===== src/rtl/alu_pkg.sv =====
// Shared ALU constants: opcodes, widths, sequencing states.
// Imported by the issue stage, its register file and benches.
package alu_pkg;

  localparam int DW    = 16;
  localparam int FW    = 5;
  localparam int NREGS = 16;
  localparam int AW    = 4;
  localparam int OPW   = 5;

  localparam logic [OPW-1:0] OP_ADD  = 5'd0;
  localparam logic [OPW-1:0] OP_SUB  = 5'd1;
  localparam logic [OPW-1:0] OP_CMP  = 5'd2;
  localparam logic [OPW-1:0] OP_AND  = 5'd3;
  localparam logic [OPW-1:0] OP_OR   = 5'd4;
  localparam logic [OPW-1:0] OP_XOR  = 5'd5;
  localparam logic [OPW-1:0] OP_NOT  = 5'd6;
  localparam logic [OPW-1:0] OP_LSH  = 5'd7;
  localparam logic [OPW-1:0] OP_RSH  = 5'd8;
  localparam logic [OPW-1:0] OP_ARSH = 5'd9;
  localparam logic [OPW-1:0] OP_NOP  = 5'b01111;

  typedef enum logic [1:0] {
    S_IDLE,
    S_READ,
    S_EXEC,
    S_WB
  } state_t;

  // Logical ops take the immediate as an unsigned mask.
  function automatic logic [DW-1:0] ext_imm(
    input logic [OPW-1:0] op,
    input logic [7:0]     imm
  );
    logic [DW-1:0] v;
    unique case (1'b1)
      (op == OP_AND),
      (op == OP_OR),
      (op == OP_XOR): v = {8'h00, imm};
      default:        v = {{8{imm[7]}}, imm};
    endcase
    return v;
  endfunction

endpackage


===== src/rtl/alu_issue_stage_regfile.sv =====
// 16x16 register file: two operand reads, one debug read,
// one synchronous write, asynchronous clear.
module regfile
  import alu_pkg::*;
(
  input  logic          clk,
  input  logic          reset,
  input  logic [AW-1:0] raddr_a,
  input  logic [AW-1:0] raddr_b,
  output logic [DW-1:0] rdata_a,
  output logic [DW-1:0] rdata_b,
  input  logic [AW-1:0] dbg_addr,
  output logic [DW-1:0] dbg_rdata,
  input  logic          we,
  input  logic [AW-1:0] waddr,
  input  logic [DW-1:0] wdata
);

  logic [DW-1:0] mem [NREGS];

  always_ff @(posedge clk or posedge reset) begin
    if (reset) begin
      for (int i = 0; i < NREGS; i++)
        mem[i] <= '0;
    end else if (we) begin
      mem[waddr] <= wdata;
    end
  end

  assign rdata_a   = mem[raddr_a];
  assign rdata_b   = mem[raddr_b];
  assign dbg_rdata = mem[dbg_addr];

endmodule


===== src/rtl/alu_issue_stage.sv =====
// Operand fetch, ALU sequencing and writeback around the
// combinational ALU; one instruction every four cycles.
module alu_issue_stage
  import alu_pkg::*;
(
  input  logic           clk,
  input  logic           reset,
  input  logic           instr_valid,
  output logic           instr_ready,
  input  logic [OPW-1:0] op,
  input  logic [AW-1:0]  src_idx,
  input  logic [AW-1:0]  dest_idx,
  input  logic           imm_en,
  input  logic [7:0]     imm,
  output logic [DW-1:0]  alu_rsrc,
  output logic [DW-1:0]  alu_rdest,
  output logic [OPW-1:0] alu_op,
  input  logic [DW-1:0]  alu_out,
  input  logic [FW-1:0]  alu_flags,
  output logic [FW-1:0]  psr,
  output logic           done,
  input  logic [AW-1:0]  dbg_idx,
  output logic [DW-1:0]  dbg_data
);

  state_t state, state_nx;

  logic [OPW-1:0] op_q;
  logic [AW-1:0]  src_q;
  logic [AW-1:0]  dest_q;
  logic           imm_en_q;
  logic [7:0]     imm_q;

  logic [DW-1:0]  a_q;
  logic [DW-1:0]  b_q;
  logic [DW-1:0]  res_q;
  logic [FW-1:0]  flg_q;
  logic [FW-1:0]  psr_q;

  logic [DW-1:0]  rd_a;
  logic [DW-1:0]  rd_b;
  logic           accept;
  logic           we;

  regfile u_rf (
    .clk       (clk),
    .reset     (reset),
    .raddr_a   (src_q),
    .raddr_b   (dest_q),
    .rdata_a   (rd_a),
    .rdata_b   (rd_b),
    .dbg_addr  (dbg_idx),
    .dbg_rdata (dbg_data),
    .we        (we),
    .waddr     (dest_q),
    .wdata     (res_q)
  );

  always_ff @(posedge clk or posedge reset) begin
    if (reset) state <= S_IDLE;
    else       state <= state_nx;
  end

  always_comb begin
    state_nx    = state;
    instr_ready = 1'b0;
    done        = 1'b0;
    alu_op      = OP_NOP;
    unique case (state)
      S_IDLE: begin
        instr_ready = 1'b1;
        if (instr_valid) state_nx = S_READ;
      end
      S_READ: state_nx = S_EXEC;
      S_EXEC: begin
        alu_op   = op_q;
        state_nx = S_WB;
      end
      S_WB: begin
        done     = 1'b1;
        state_nx = S_IDLE;
      end
    endcase
  end

  assign accept = instr_ready & instr_valid;
  // CMP only updates flags, never the destination.
  assign we     = done & (op_q != OP_CMP);

  always_ff @(posedge clk or posedge reset) begin
    if (reset) begin
      op_q     <= OP_NOP;
      src_q    <= '0;
      dest_q   <= '0;
      imm_en_q <= 1'b0;
      imm_q    <= '0;
    end else if (accept) begin
      op_q     <= op;
      src_q    <= src_idx;
      dest_q   <= dest_idx;
      imm_en_q <= imm_en;
      imm_q    <= imm;
    end
  end

  always_ff @(posedge clk or posedge reset) begin
    if (reset) begin
      a_q   <= '0;
      b_q   <= '0;
      res_q <= '0;
      flg_q <= '0;
      psr_q <= '0;
    end else begin
      if (state == S_READ) begin
        a_q <= imm_en_q ? ext_imm(op_q, imm_q)
                        : rd_a;
        b_q <= rd_b;
      end
      if (state == S_EXEC) begin
        res_q <= alu_out;
        flg_q <= alu_flags;
      end
      if (state == S_WB)
        psr_q <= flg_q;
    end
  end

  assign alu_rsrc  = a_q;
  assign alu_rdest = b_q;
  assign psr       = psr_q;

endmodule


===== config.mk =====
export PLATFORM = sky130hd
export DESIGN_NAME = alu_issue_stage
export DESIGN_NICKNAME = d
export VERILOG_FILES = /design/src/rtl/alu_pkg.sv /design/src/rtl/alu_issue_stage_regfile.sv /design/src/rtl/alu_issue_stage.sv
export SDC_FILE = /design/constraint.sdc
export NUM_CORES = 1
export LEC_CHECK = 0
export CORE_UTILIZATION = 38
export CTS_CLUSTER_DIAMETER = 80
export DETAILED_ROUTE_END_ITERATION = 8
export PLACE_DENSITY = 0.59
export SETUP_SLACK_MARGIN = 0.05
export SLEW_MARGIN = 20
export SYNTH_ARGS = -nofsm -noshare
export SYNTH_HDL_FRONTEND = slang
export SYNTH_HIERARCHICAL = 1
export SYNTH_SLANG_ARGS = --single-unit

===== constraint.sdc =====
create_clock -name clk -period 9.5 [get_ports clk]
set_clock_uncertainty 0.15 [all_clocks]
set_input_delay 2.85 -clock clk [delete_from_list [all_inputs] [get_ports clk]]
set_output_delay 2.85 -clock clk [all_outputs]
set_load 0.05 [all_outputs]

==> summary.md <==
| Metric | Value |
|---|---|
| Outcome | `completed` |
| Met2 Use GR | `37.0%` |
| Most numerous cell in the Yosys netlist | `dfrtp_1` |
| Setup violations, final | `0` |
| Synth warn | `6` |
| Flops & latches, synth | `338` |
| Area growth syn-to-layout | `16.0%` |
| Largest family of logic cells by synthesized area | `multiplexers` |
| Max transition margin | `31.2%` |
| Initial antenna violation count | `0` |
| Slew @ Worst Pin | `1.03 ns` |
| Tcrit/Tclk final | `88.4%` |
| CTS tree | `yes` |
| Met3 global-route usage | `around 3.8%` |
| Largest area contributor in the netlist | `dfrtp_1` |
| Net Count, Synth | `roughly 1300` |
| Clk_lat worst skew | `~0.54 ns` |
| Mux cell area share after synthesis | `43.4%` |
| Netlist cell types | `32` |
| Most Crowded Layer GR | `met2` |
| Setup TNS | `0 ns` |
| Row count | `80` |
| Antenna diode count | `0` |
| Io pins | `110` |
| Top_reg_cell synth | `dfrtp_1` |
| Final hold vios | `0` |
| Hold Buf Count CTS | `0` |
| Clock sink count | `338` |
| Async S/R FF share, synth | `100%` |
| GR Overflow Total | `0` |
| Share of cells above drive strength 1 | `47.8%` |
| Largest driver fanout on the critical path | `13` |
| Arrival time worst endpoint | `about 5.4 ns` |
| CP Data Required Time | `6.50 ns` |
| Vias | `11700` |
| Max-Cap Viols | `0` |
| Drt first pass iters | `5` |
| Worst hold path class | `reg -> reg` |
| Cell Pwr Density | `374 mW/mm^2` |
| First-pass GRT wire length | `82.3 mm` |
| Die ar. | `0.0494 mm^2` |
| Number of synthesized flops with an enable pin | `0` |
| Clock transition at the registers of the reported paths | `0.06 ns` |
| Antenna violation net count after detailed routing | `0` |
| Top cells by area, synth | `dfrtp_1, mux4_2, mux2_2, a22oi_1, buf_2` |
| CTS Buf Count | `38` |
| Core area | `0.0478 mm^2` |
| IO Port Bufs | `roughly 110` |
| Synth Area per Inst | `15.4 um^2` |
| GPL Wtd Cong | `0.800` |
| DR iter-0 viols | `903` |
| Cell Area, Synth | `0.0184 mm^2` |
| Clock Path Buffers | `3` |
| Seq/Total Area, Yosys | `a little under half` |
| Fin. max-slew vios | `0` |
| Total power | `8.01 mW` |
| XOR/XNOR Fraction of Synth Area | `0%` |
| Final Critical Period | `8.40 ns` |
| Vias in the first global route | `12300` |
| Cell count after synthesis | `1201` |
| Setup Buffers After CTS | `0` |
| Detailed-route DRC error count | `0` |
| Drt total wl | `roughly 55 mm` |
| Simple-Gate Fraction of Synth Area | `2.68%` |
| Htree depth | `2` |
| Peak supply drop | `0.000180 V` |
| Unrepaired setup endpoints after global routing | `no` |
| Die H | `222 um` |
| Starting Density | `38.5%` |
| Pleak | `about 9.0 nW` |
| Worst Setup End Kind | `output port` |
| Compound-cell area share of the yosys netlist | `4.76%` |
| Startpoint Class | `primary input` |
| Total GRT Usage | `about 23%` |
| DPL Wire Length | `32.3 mm` |
| Synth top area share | `approximately 45%` |
| Synth Area in Adders | `0.271%` |
| Clock root buffer master | `clkbuf_16` |
| Crit path kind | `in -> out` |
| Final net count | `roughly 1300` |
| Die width | `222 um` |
| Vias/cell | `6.10` |
| Fmax | `119 MHz` |
| Largest net degree at the start of global routing | `146` |
| GR Layer Usage met1 | `a little under a third` |
| Post_cts resized | `0` |
| Routed wire per std cell | `between 20 and 30 um` |
| Synth top cells by count | `dfrtp_1, mux2_2, mux4_2` |
==> cells in the final DEF, fill, tap and decap left out, drive strengths merged <==
cell type      count
nor4b              2
o31ai              1
a22oi             96
o21ai              1
nor2              24
mux4             192
nor2b              7
dfstp              4
a211oi             1
or3                2
a21boi             1
nor3b              1
nand3              2
mux2i              8
a221o              8
and2               4
a21oi              9
nand3b             2
clkinvlp           1
dfrtp            334
clkbuf            53
bufinv             1
buf               34
nand2b             8
nand2             52
clkdlybuf4s50    107
mux2             320
inv                7
clkinv            12
ha                 4
==> final cells by class <==
class / count / area (um^2)
clock buffer: 53 / 1140
clock inverter: 14 / 98.8
fill: 4306 / 26500
inverter: 7 / 32.5
multi-input combinational: 745 / 9510
sequential: 338 / 8480
tap: 615 / 769
timing repair buffer: 141 / 1360
==> cells by family after synthesis <==
| logic type | after synthesis |
|---|---|
| buffers and inverters | 118 |
| AND/OR/NAND/NOR | 104 |
| multiplexers | 520 |
| adder cells (fa/ha/maj) | 4 |
| flip-flops | 338 |
| AO/OA/AOI/OAI | 117 |
==> registers in the layout (all words and copies together), names as in the netlist <==
name,cells
u_rf/mem,256
alu_rdest,16
alu_rsrc,16
res_q,16
imm_q,8
flg_q,5
op_q,5
psr,5
dest_q,4
src_q,4
state,2
imm_en_q,1
==> final timing paths <==
kind	slack, ns	endpoint	cells after the start	startpoint
min	0.35	psr[1]	1	flg_q[1]
max in group asynchronous	4.73	u_rf/mem[79]	4	reset
min reg2reg	0.35	psr[1]	1	flg_q[1]
max reg2reg	5.84	u_rf/mem[204]	4	dest_q[0]
min in group asynchronous	2.58	alu_rdest[4]	2	reset
max	1.10	dbg_data[5]	6	dbg_idx[2]
==> power breakdown <==
group          switching (mW)  total [mW]  internal (mW)
logic                    1.67        3.56           1.89
registers               0.857        2.97           2.11
clock network           0.605        1.47          0.865
total                    3.13        8.01           4.87
==> through the flow <==
step           instance area [um^2]  instances  hold WS (ns)  worst slack, ns  utilization (%)
3_3_place_gp                  20200       1846         0.333             1.09             42.1
6_report                      21400       1913         0.350             1.10             44.7
5_1_grt                       21400       1913         0.372             1.04             44.7
3_5_place_dp                  20200       1846         0.344             1.10             42.1
4_1_cts                       21400       1913         0.357             1.10             44.7
2_1_floorplan                 18400       1201         0.324             2.11                -
==> layer usage <==
metal / routed length (um) / up-vias
met2: 26700 / 398
met1: 23000 / 6300
li1: - / 4879
met4: 1880 / 0
met5: 0 / -
met3: 3190 / 99
==> critical path, stage by stage <==
cell and delay, ns:
clkdlybuf4s50_1 0.51, and2_1 0.73, buf_4 0.26, a22oi_1 0.07
nand2_1 0.14, clkdlybuf4s50_1 0.82
Power figures use the tool's default switching activity.
